<file path="src/rtl/exe_muldiv_pkg.sv">
// Shared types and helpers for the EX-stage RV64M multiply/divide unit.
// Package name `pipes` is kept so existing importers continue to compile.
package pipes;

    localparam int unsigned MULDIV_ITERS = 64;

    typedef enum logic [3:0] {
        MUL, MULH, MULHSU, MULHU,
        DIV, DIVU, REM, REMU,
        MULW, DIVW, DIVUW, REMW, REMUW
    } muldiv_op_t;

    typedef enum logic [1:0] {
        IDLE,
        BUSY,
        DONE
    } muldiv_state_t;

    function automatic logic op_is_mul(muldiv_op_t op);
        return op inside {MUL, MULH, MULHSU, MULHU, MULW};
    endfunction

    function automatic logic op_is_w(muldiv_op_t op);
        return op inside {MULW, DIVW, DIVUW, REMW, REMUW};
    endfunction

    function automatic logic op_is_rem(muldiv_op_t op);
        return op inside {REM, REMU, REMW, REMUW};
    endfunction

    function automatic logic op_a_signed(muldiv_op_t op);
        return op inside {MUL, MULH, MULHSU, MULW, DIV, REM, DIVW, REMW};
    endfunction

    function automatic logic op_b_signed(muldiv_op_t op);
        return op inside {MUL, MULH, MULW, DIV, REM, DIVW, REMW};
    endfunction

    // W ops see their low 32 bits widened to 64 bits: signed ops sign-extend,
    // unsigned ops zero-extend.
    function automatic logic [63:0] op_extend(muldiv_op_t op, logic [63:0] x);
        if (!op_is_w(op))
            return x;
        else if (op inside {MULW, DIVW, REMW})
            return {{32{x[31]}}, x[31:0]};
        else
            return {32'b0, x[31:0]};
    endfunction

    // W results are the low word sign-extended to 64 bits.
    function automatic logic [63:0] w_result(muldiv_op_t op, logic [63:0] x);
        return op_is_w(op) ? {{32{x[31]}}, x[31:0]} : x;
    endfunction

endpackage

</file>
<file path="src/rtl/exe_muldiv_divider.sv">
// Restoring divider core: unsigned magnitudes in, unsigned magnitudes out.
// One quotient bit per step; the post-step values are exposed
// combinationally so the caller can capture the final step directly.
module muldiv_divider #(
    parameter int unsigned XLEN = 64
) (
    input  logic            clk,
    input  logic            reset,
    input  logic            load,
    input  logic            step,
    input  logic [XLEN-1:0] dividend,
    input  logic [XLEN-1:0] divisor,
    output logic [XLEN-1:0] quo_nxt,
    output logic [XLEN-1:0] rem_nxt
);

    logic [XLEN-1:0] quo;
    logic [XLEN-1:0] rem;
    logic [XLEN-1:0] dvs;
    logic [XLEN:0]   rem_sh;
    logic [XLEN:0]   diff;
    logic            fits;

    // Trial subtraction of the divisor from the shifted partial remainder.
    always_comb begin
        rem_sh  = {rem, quo[XLEN-1]};
        diff    = rem_sh - {1'b0, dvs};
        fits    = ~diff[XLEN];
        rem_nxt = fits ? diff[XLEN-1:0] : rem_sh[XLEN-1:0];
        quo_nxt = {quo[XLEN-2:0], fits};
    end

    // Operand load and per-step update of quotient/remainder registers.
    always_ff @(posedge clk) begin
        if (reset) begin
            quo <= '0;
            rem <= '0;
            dvs <= '0;
        end else if (load) begin
            quo <= dividend;
            rem <= '0;
            dvs <= divisor;
        end else if (step) begin
            quo <= quo_nxt;
            rem <= rem_nxt;
        end
    end

endmodule

</file>
<file path="src/rtl/exe_muldiv.sv">
// EX-stage RV64M multiply/divide unit: 64-step shift-add multiplier and
// restoring divider, with special cases resolved without iterating.
// Optional macro EXE_MULDIV_FAST_MUL_EN: single-cycle multiply.
module exe_muldiv
    import pipes::*;
#(
    parameter int unsigned XLEN = 64
) (
    input  logic            clk,
    input  logic            reset,
    input  logic            valid,
    input  muldiv_op_t      op,
    input  logic [XLEN-1:0] srca,
    input  logic [XLEN-1:0] srcb,
    input  logic            flush,
    input  logic            Dwait,
    output logic            exe_is_waiting,
    output logic            done,
    output logic [XLEN-1:0] result
);

    muldiv_state_t   state, state_nxt;
    logic [5:0]      cnt;
    logic            start;
    logic            load, step, res_we;
    logic [XLEN-1:0] res_nxt;

    logic [XLEN-1:0] ea, eb, ma, mb, sp_res, min_neg;
    logic            sa, sb, div_zero, div_ovf, special;

    muldiv_op_t      op_q;
    logic            sa_q, sb_q;
    logic [XLEN-1:0] mcand, mhi, mlo, mhi_nxt, mlo_nxt;
    logic [XLEN:0]   mul_sum;
    logic [XLEN-1:0] quo_nxt, rem_nxt;
    logic [XLEN-1:0] mul_res, div_res, q_fix, r_fix;

`ifdef EXE_MULDIV_FAST_MUL_EN
    logic [2*XLEN-1:0] fast_prod;
    logic [XLEN-1:0]   fast_res;
`endif

    function automatic logic [XLEN-1:0] mul_pick(muldiv_op_t o, logic neg,
                                                 logic [2*XLEN-1:0] p);
        logic [2*XLEN-1:0] s;
        s = neg ? -p : p;
        return w_result(o, (o inside {MUL, MULW}) ? s[XLEN-1:0] : s[2*XLEN-1:XLEN]);
    endfunction

    assign start = valid & ~flush & ~reset;
    assign done  = (state == DONE);

    // Operand widening, magnitudes and special-case detection on the raw inputs.
    always_comb begin
        ea       = op_extend(op, srca);
        eb       = op_extend(op, srcb);
        sa       = op_a_signed(op) & ea[XLEN-1];
        sb       = op_b_signed(op) & eb[XLEN-1];
        ma       = sa ? -ea : ea;
        mb       = sb ? -eb : eb;
        min_neg  = op_is_w(op) ? 64'hFFFF_FFFF_8000_0000 : 64'h8000_0000_0000_0000;
        div_zero = ~op_is_mul(op) & (eb == '0);
        div_ovf  = ~op_is_mul(op) & op_a_signed(op) & (eb == '1) & (ea == min_neg);
        special  = div_zero | div_ovf;
        if (div_zero)
            sp_res = op_is_rem(op) ? ea : '1;
        else
            sp_res = op_is_rem(op) ? '0 : ea;
        sp_res   = w_result(op, sp_res);
    end

    // One shift-add multiply step; the post-step product feeds the final fix-up.
    always_comb begin
        mul_sum = {1'b0, mhi} + (mlo[0] ? {1'b0, mcand} : '0);
        mhi_nxt = mul_sum[XLEN:1];
        mlo_nxt = {mul_sum[0], mlo[XLEN-1:1]};
        mul_res = mul_pick(op_q, sa_q ^ sb_q, {mhi_nxt, mlo_nxt});
        q_fix   = (sa_q ^ sb_q) ? -quo_nxt : quo_nxt;
        r_fix   = sa_q ? -rem_nxt : rem_nxt;
        div_res = w_result(op_q, op_is_rem(op_q) ? r_fix : q_fix);
    end

`ifdef EXE_MULDIV_FAST_MUL_EN
    // Single-cycle product of the magnitudes, resolved straight from IDLE.
    always_comb begin
        fast_prod = {{XLEN{1'b0}}, ma} * {{XLEN{1'b0}}, mb};
        fast_res  = mul_pick(op, sa ^ sb, fast_prod);
    end
`endif

    // Next-state and handshake logic; flush and reset override everything.
    always_comb begin
        state_nxt      = state;
        exe_is_waiting = 1'b0;
        load           = 1'b0;
        step           = 1'b0;
        res_we         = 1'b0;
        res_nxt        = result;
        case (state)
            IDLE: begin
                if (start) begin
                    exe_is_waiting = 1'b1;
                    if (special) begin
                        res_we    = 1'b1;
                        res_nxt   = sp_res;
                        state_nxt = DONE;
                    end
`ifdef EXE_MULDIV_FAST_MUL_EN
                    else if (op_is_mul(op)) begin
                        res_we    = 1'b1;
                        res_nxt   = fast_res;
                        state_nxt = DONE;
                    end
`endif
                    else begin
                        load      = 1'b1;
                        state_nxt = BUSY;
                    end
                end
            end
            BUSY: begin
                if (flush) begin
                    state_nxt = IDLE;
                end else begin
                    exe_is_waiting = 1'b1;
                    step           = 1'b1;
                    if (cnt == '0) begin
                        res_we    = 1'b1;
                        res_nxt   = op_is_mul(op_q) ? mul_res : div_res;
                        state_nxt = DONE;
                    end
                end
            end
            DONE: begin
                if (flush || !Dwait)
                    state_nxt = IDLE;
            end
            default: state_nxt = IDLE;
        endcase
        if (reset) begin
            state_nxt      = IDLE;
            exe_is_waiting = 1'b0;
            load           = 1'b0;
            step           = 1'b0;
            res_we         = 1'b0;
        end
    end

    // State, iteration counter, latched operands and result register.
    always_ff @(posedge clk) begin
        if (reset) begin
            state  <= IDLE;
            cnt    <= '0;
            result <= '0;
            op_q   <= MUL;
            sa_q   <= 1'b0;
            sb_q   <= 1'b0;
            mcand  <= '0;
            mhi    <= '0;
            mlo    <= '0;
        end else begin
            state <= state_nxt;
            if (res_we)
                result <= res_nxt;
            if (load) begin
                cnt   <= 6'(MULDIV_ITERS - 1);
                op_q  <= op;
                sa_q  <= sa;
                sb_q  <= sb;
                mcand <= ma;
                mhi   <= '0;
                mlo   <= mb;
            end else if (step) begin
                if (cnt != '0)
                    cnt <= cnt - 6'd1;
                mhi <= mhi_nxt;
                mlo <= mlo_nxt;
            end
        end
    end

    muldiv_divider #(
        .XLEN(XLEN)
    ) u_divider (
        .clk      (clk),
        .reset    (reset),
        .load     (load),
        .step     (step),
        .dividend (ma),
        .divisor  (mb),
        .quo_nxt  (quo_nxt),
        .rem_nxt  (rem_nxt)
    );

endmodule

</file>
<file path="config.mk">
export PLATFORM = sky130hd
export DESIGN_NAME = exe_muldiv
export DESIGN_NICKNAME = d
export VERILOG_FILES = /design/src/rtl/exe_muldiv_pkg.sv /design/src/rtl/exe_muldiv_divider.sv /design/src/rtl/exe_muldiv.sv
export SDC_FILE = /design/constraint.sdc
export NUM_CORES = 2
export LEC_CHECK = 0
export BUFFER_PORTS_ARGS = -buffer_cell sky130_fd_sc_hd__buf_4
export CAP_MARGIN = 40
export CORE_MARGIN = 2
export CORE_UTILIZATION = 46
export CTS_BUF_LIST = sky130_fd_sc_hd__clkbuf_8 sky130_fd_sc_hd__clkbuf_16
export CTS_CLUSTER_SIZE = 10
export DETAILED_ROUTE_END_ITERATION = 7
export PLACE_DENSITY = 0.67
export SETUP_SLACK_MARGIN = 0.05
export SYNTH_ARGS = -nofsm -noshare
export SYNTH_HDL_FRONTEND = slang
export SYNTH_SLANG_ARGS = --single-unit
</file>
<file path="constraint.sdc">
create_clock -name clk -period 7.25 [get_ports clk]
set_input_delay 0.3625 -clock clk [delete_from_list [all_inputs] [get_ports clk]]
set_output_delay 0.3625 -clock clk [all_outputs]
set_load 0.02 [all_outputs]
</file>
==> metrics.md <==
| Metric | Value |
|---|---|
| Outcome | `completed` |
| First-pass GRT wire length | `around 270000 um` |
| Core area | `85400 um^2` |
| Tcrit/Tclk final | `0.916` |
| Final setup violating endpoints | `0` |
| Post-CTS Setup Bufs | `0` |
| Cts hold-fix bufs | `0` |
| Least-Margin Pin Slew | `about 1.3 ns` |
| Most common cell after layout, fill and taps aside | `nand2_1` |
| Hold_ws | `roughly 0.045 ns` |
| Port Buf Inserts | `202` |
| Antenna violations before repair | `7` |
| VDD IR max | `0.188 mV` |
| Leakage | `17.5 nW` |
| Fin. Hold Viols | `0` |
| Prevailing post-synth register cell | `dfxtp_1` |
| # rows | `107` |
| Routed wire length | `about 180000 um` |
| Power, Total | `around 9.9 mW` |
| Design area | `44200 um^2` |
| Die ar. | `88800 um^2` |
| Relative slew slack | `0.163` |
| RSZ-0062 raised after global routing | `no` |
| GRT Util Overall | `0.392` |
| Synth Register Bits | `462` |
| Fraction of registers with async set/reset | `0` |
| CP max FO | `9` |
| Clk_skew | `roughly 0.028 ns` |
| CTS buffer count | `just under 60` |
| Vias in the first global route | `41608` |
| Worst endpoint required time | `~7.8 ns` |
| Skew-Pair Late Insertion Delay | `0.65 ns` |
| Leading area contributor after synthesis | `dfxtp_1` |
| Mapped Nets | `5965` |
| Area contributors post-synth | `dfxtp_1 (23%), a21oi_1 (7.0%), nand2_1 (6.5%)` |
| DIE WIDTH | `298 um` |
| IO Pins | `203` |
| Initial core utilization | `0.465` |
| Arrival time worst endpoint | `between 7 and 8 ns` |
| Root Driver | `clkbuf_16` |
| Final worst path period need | `6.64 ns` |
| Sequential share of the synthesized area | `0.233` |
| Type of the worst setup path | `flip-flop to flip-flop` |
| Critical path launch point type | `flip-flop` |
| Die H | `298 um` |
| Syn Inst Count | `between 5000 and 6000` |
| GR Overflow Total | `0` |
| Hold depth | `3` |
| Via count | `45660` |
| CTS tree | `built` |
| R2R depth | `20` |
| Crit path capture type | `flip-flop` |
| CTS Sinks | `about 460` |
| Largest net degree at the start of global routing | `214` |
| Layout cells sized above 1 | `0.0865` |
| EDFF count, synth | `0` |
| Average size of a mapped cell | `6.99 um^2` |
| FMAX | `approximately 0.15 GHz` |
| Pwr Density | `about 220 nW/um^2` |
| Remaining antenna violation count after routing | `0` |
| Final worst slack | `0.610 ns` |
| Top cell type's share of synthesized area | `0.233` |
| # fillers | `just under 9000` |
| Post_cts resized | `0` |
| DRT iter0 DRCs | `5622` |
| Clock transition at path regs | `0.06 ns` |
| Post-DP Area | `42300 um^2` |
| Yosys cell types | `106` |
| Type of the tightest min-delay check | `input port to flip-flop` |
| Area grow syn2layout | `11.2%` |
| Fin nets | `5968` |
| Clock tree buffer depth | `3` |
| Routed len/inst | `26.6 um` |
| MaxCap Viol Count | `0` |
| TNS Setup | `0 ns` |
| Vias/cell | `between 6 and 7` |
| 1st-pass router iterations | `6` |
| Synth Warn # | `0` |
| Slew Viols, Final | `0` |
| Dpl hpwl | `141000 um` |
| Commonest non-fill, non-tap cells in the layout | `nand2_1 (689), nor2_1 (656), a21oi_1 (554), dfxtp_1 (460), o21ai_0 (392)` |
| GPL Wtd Cong | `1.05` |
| DP Worst Slack | `0.803 ns` |
| Remaining DRCs | `0` |
| H-tree depth | `2` |
| Synthesized area | `39700 um^2` |
==> layer usage <==
layer | part of all wire | GRT usage | up-vias
li1 | - | - | 20854
met2 | 0.42 | 0.593 | 2700
met4 | 0.064 | 0.213 | 10
met3 | 0.11 | 0.0956 | 561
met5 | 0.00043 | 0 | -
met1 | 0.40 | 0.511 | 21535
==> path summary, 6_finish.rpt <==
path,start,endpoint,slack (ns)
max,u_divider.rem[54],result[38],0.61
min,op[0],op_q[0],0.04
max reg2reg,u_divider.rem[54],result[38],0.61
min reg2reg,mcand[56],mcand[56],0.44
==> logic make-up (layout without fill, tap and decap cells) <==
logic type                 Yosys count  in the layout  share of synthesized area
AOI/OAI and AO/OA                 1932           1932                      0.311
and+or+nand+nor                   2190           2190                      0.259
adders and majority gates          143            143                     0.0451
other                                0              2                          0
buffers and inverters              502            536                     0.0485
muxes                               63             63                     0.0160
xor gates and xnor gates           398            398                     0.0877
DFF                                462            462                      0.233
==> Yosys cell counts, types with 36 or more instances <==
cell type,instances
a211oi_1,139
a21o_1,108
a21oi_1,555
a221oi_1,76
a22oi_1,36
a31oi_1,106
and2_1,108
and3_1,36
buf_1,36
clkbuf_1,316
dfxtp_1,462
ha_1,136
inv_1,129
mux2i_1,59
nand2_1,692
nand2b_1,39
nand3_1,103
nand4_1,71
nor2_1,663
nor3_1,163
nor4_1,76
o211ai_1,62
o21ai_0,392
o22ai_1,67
o31ai_1,68
or3_1,89
xnor2_1,207
xor2_1,191
==> sequential cells by signal (all words and copies together) (netlist names) <==
register,cells
mlo,64
u_divider.quo,64
sa_q,1
u_divider.rem,64
mcand,64
op_q,4
u_divider.dvs,64
sb_q,1
cnt,6
state,2
mhi,64
result,64
==> per-stage QoR <==
step,util,std cells
final,0.517,6870
after global routing,0.517,6869
after CTS,0.517,6862
after detailed placement,0.496,6771
after global placement,0.494,6748
after floorplan,-,5690
==> critical path, cell delays in order, from the launching register on <==
cell	delay, ns
dfxtp_1	0.43
ha_1	0.35
a21oi_1	0.23
o21ai_0	0.19
a21o_1	0.24
a311o_1	0.44
or3_1	0.39
o211a_4	0.32
inv_2	0.11
nor2_1	0.04
a21oi_1	0.22
ha_1	0.26
or4b_2	0.67
or4_1	0.57
or4_1	0.45
o32a_1	0.41
nor4_1	0.48
o211a_1	0.21
a2111oi_0	0.07
a311oi_1	0.31
o21ai_1	0.11
==> power by group <==
part,switching (mW),leakage (nW),internal [mW],total [mW]
logic,2.93,12.8,1.33,4.26
clock network,1.22,0.929,1.64,2.87
registers,0.110,3.75,2.65,2.76
total,4.26,17.5,5.62,9.88
==> layout make-up <==
type / count / area [um^2] / area share
multi-input cells: 4726 / 28800 / 0.652
inverters: 131 / 492 / 0.0111
diodes: 2 / 5.00 / 0.000113
clock inverters: 23 / 184 / 0.00416
flip-flops and latches: 462 / 9250 / 0.209
clock buffers: 68 / 1600 / 0.0362
well taps: 1144 / 1430 / 0.0324
repair buffers: 314 / 2430 / 0.0551
Note: power is estimated with default switching activity, not from simulation.
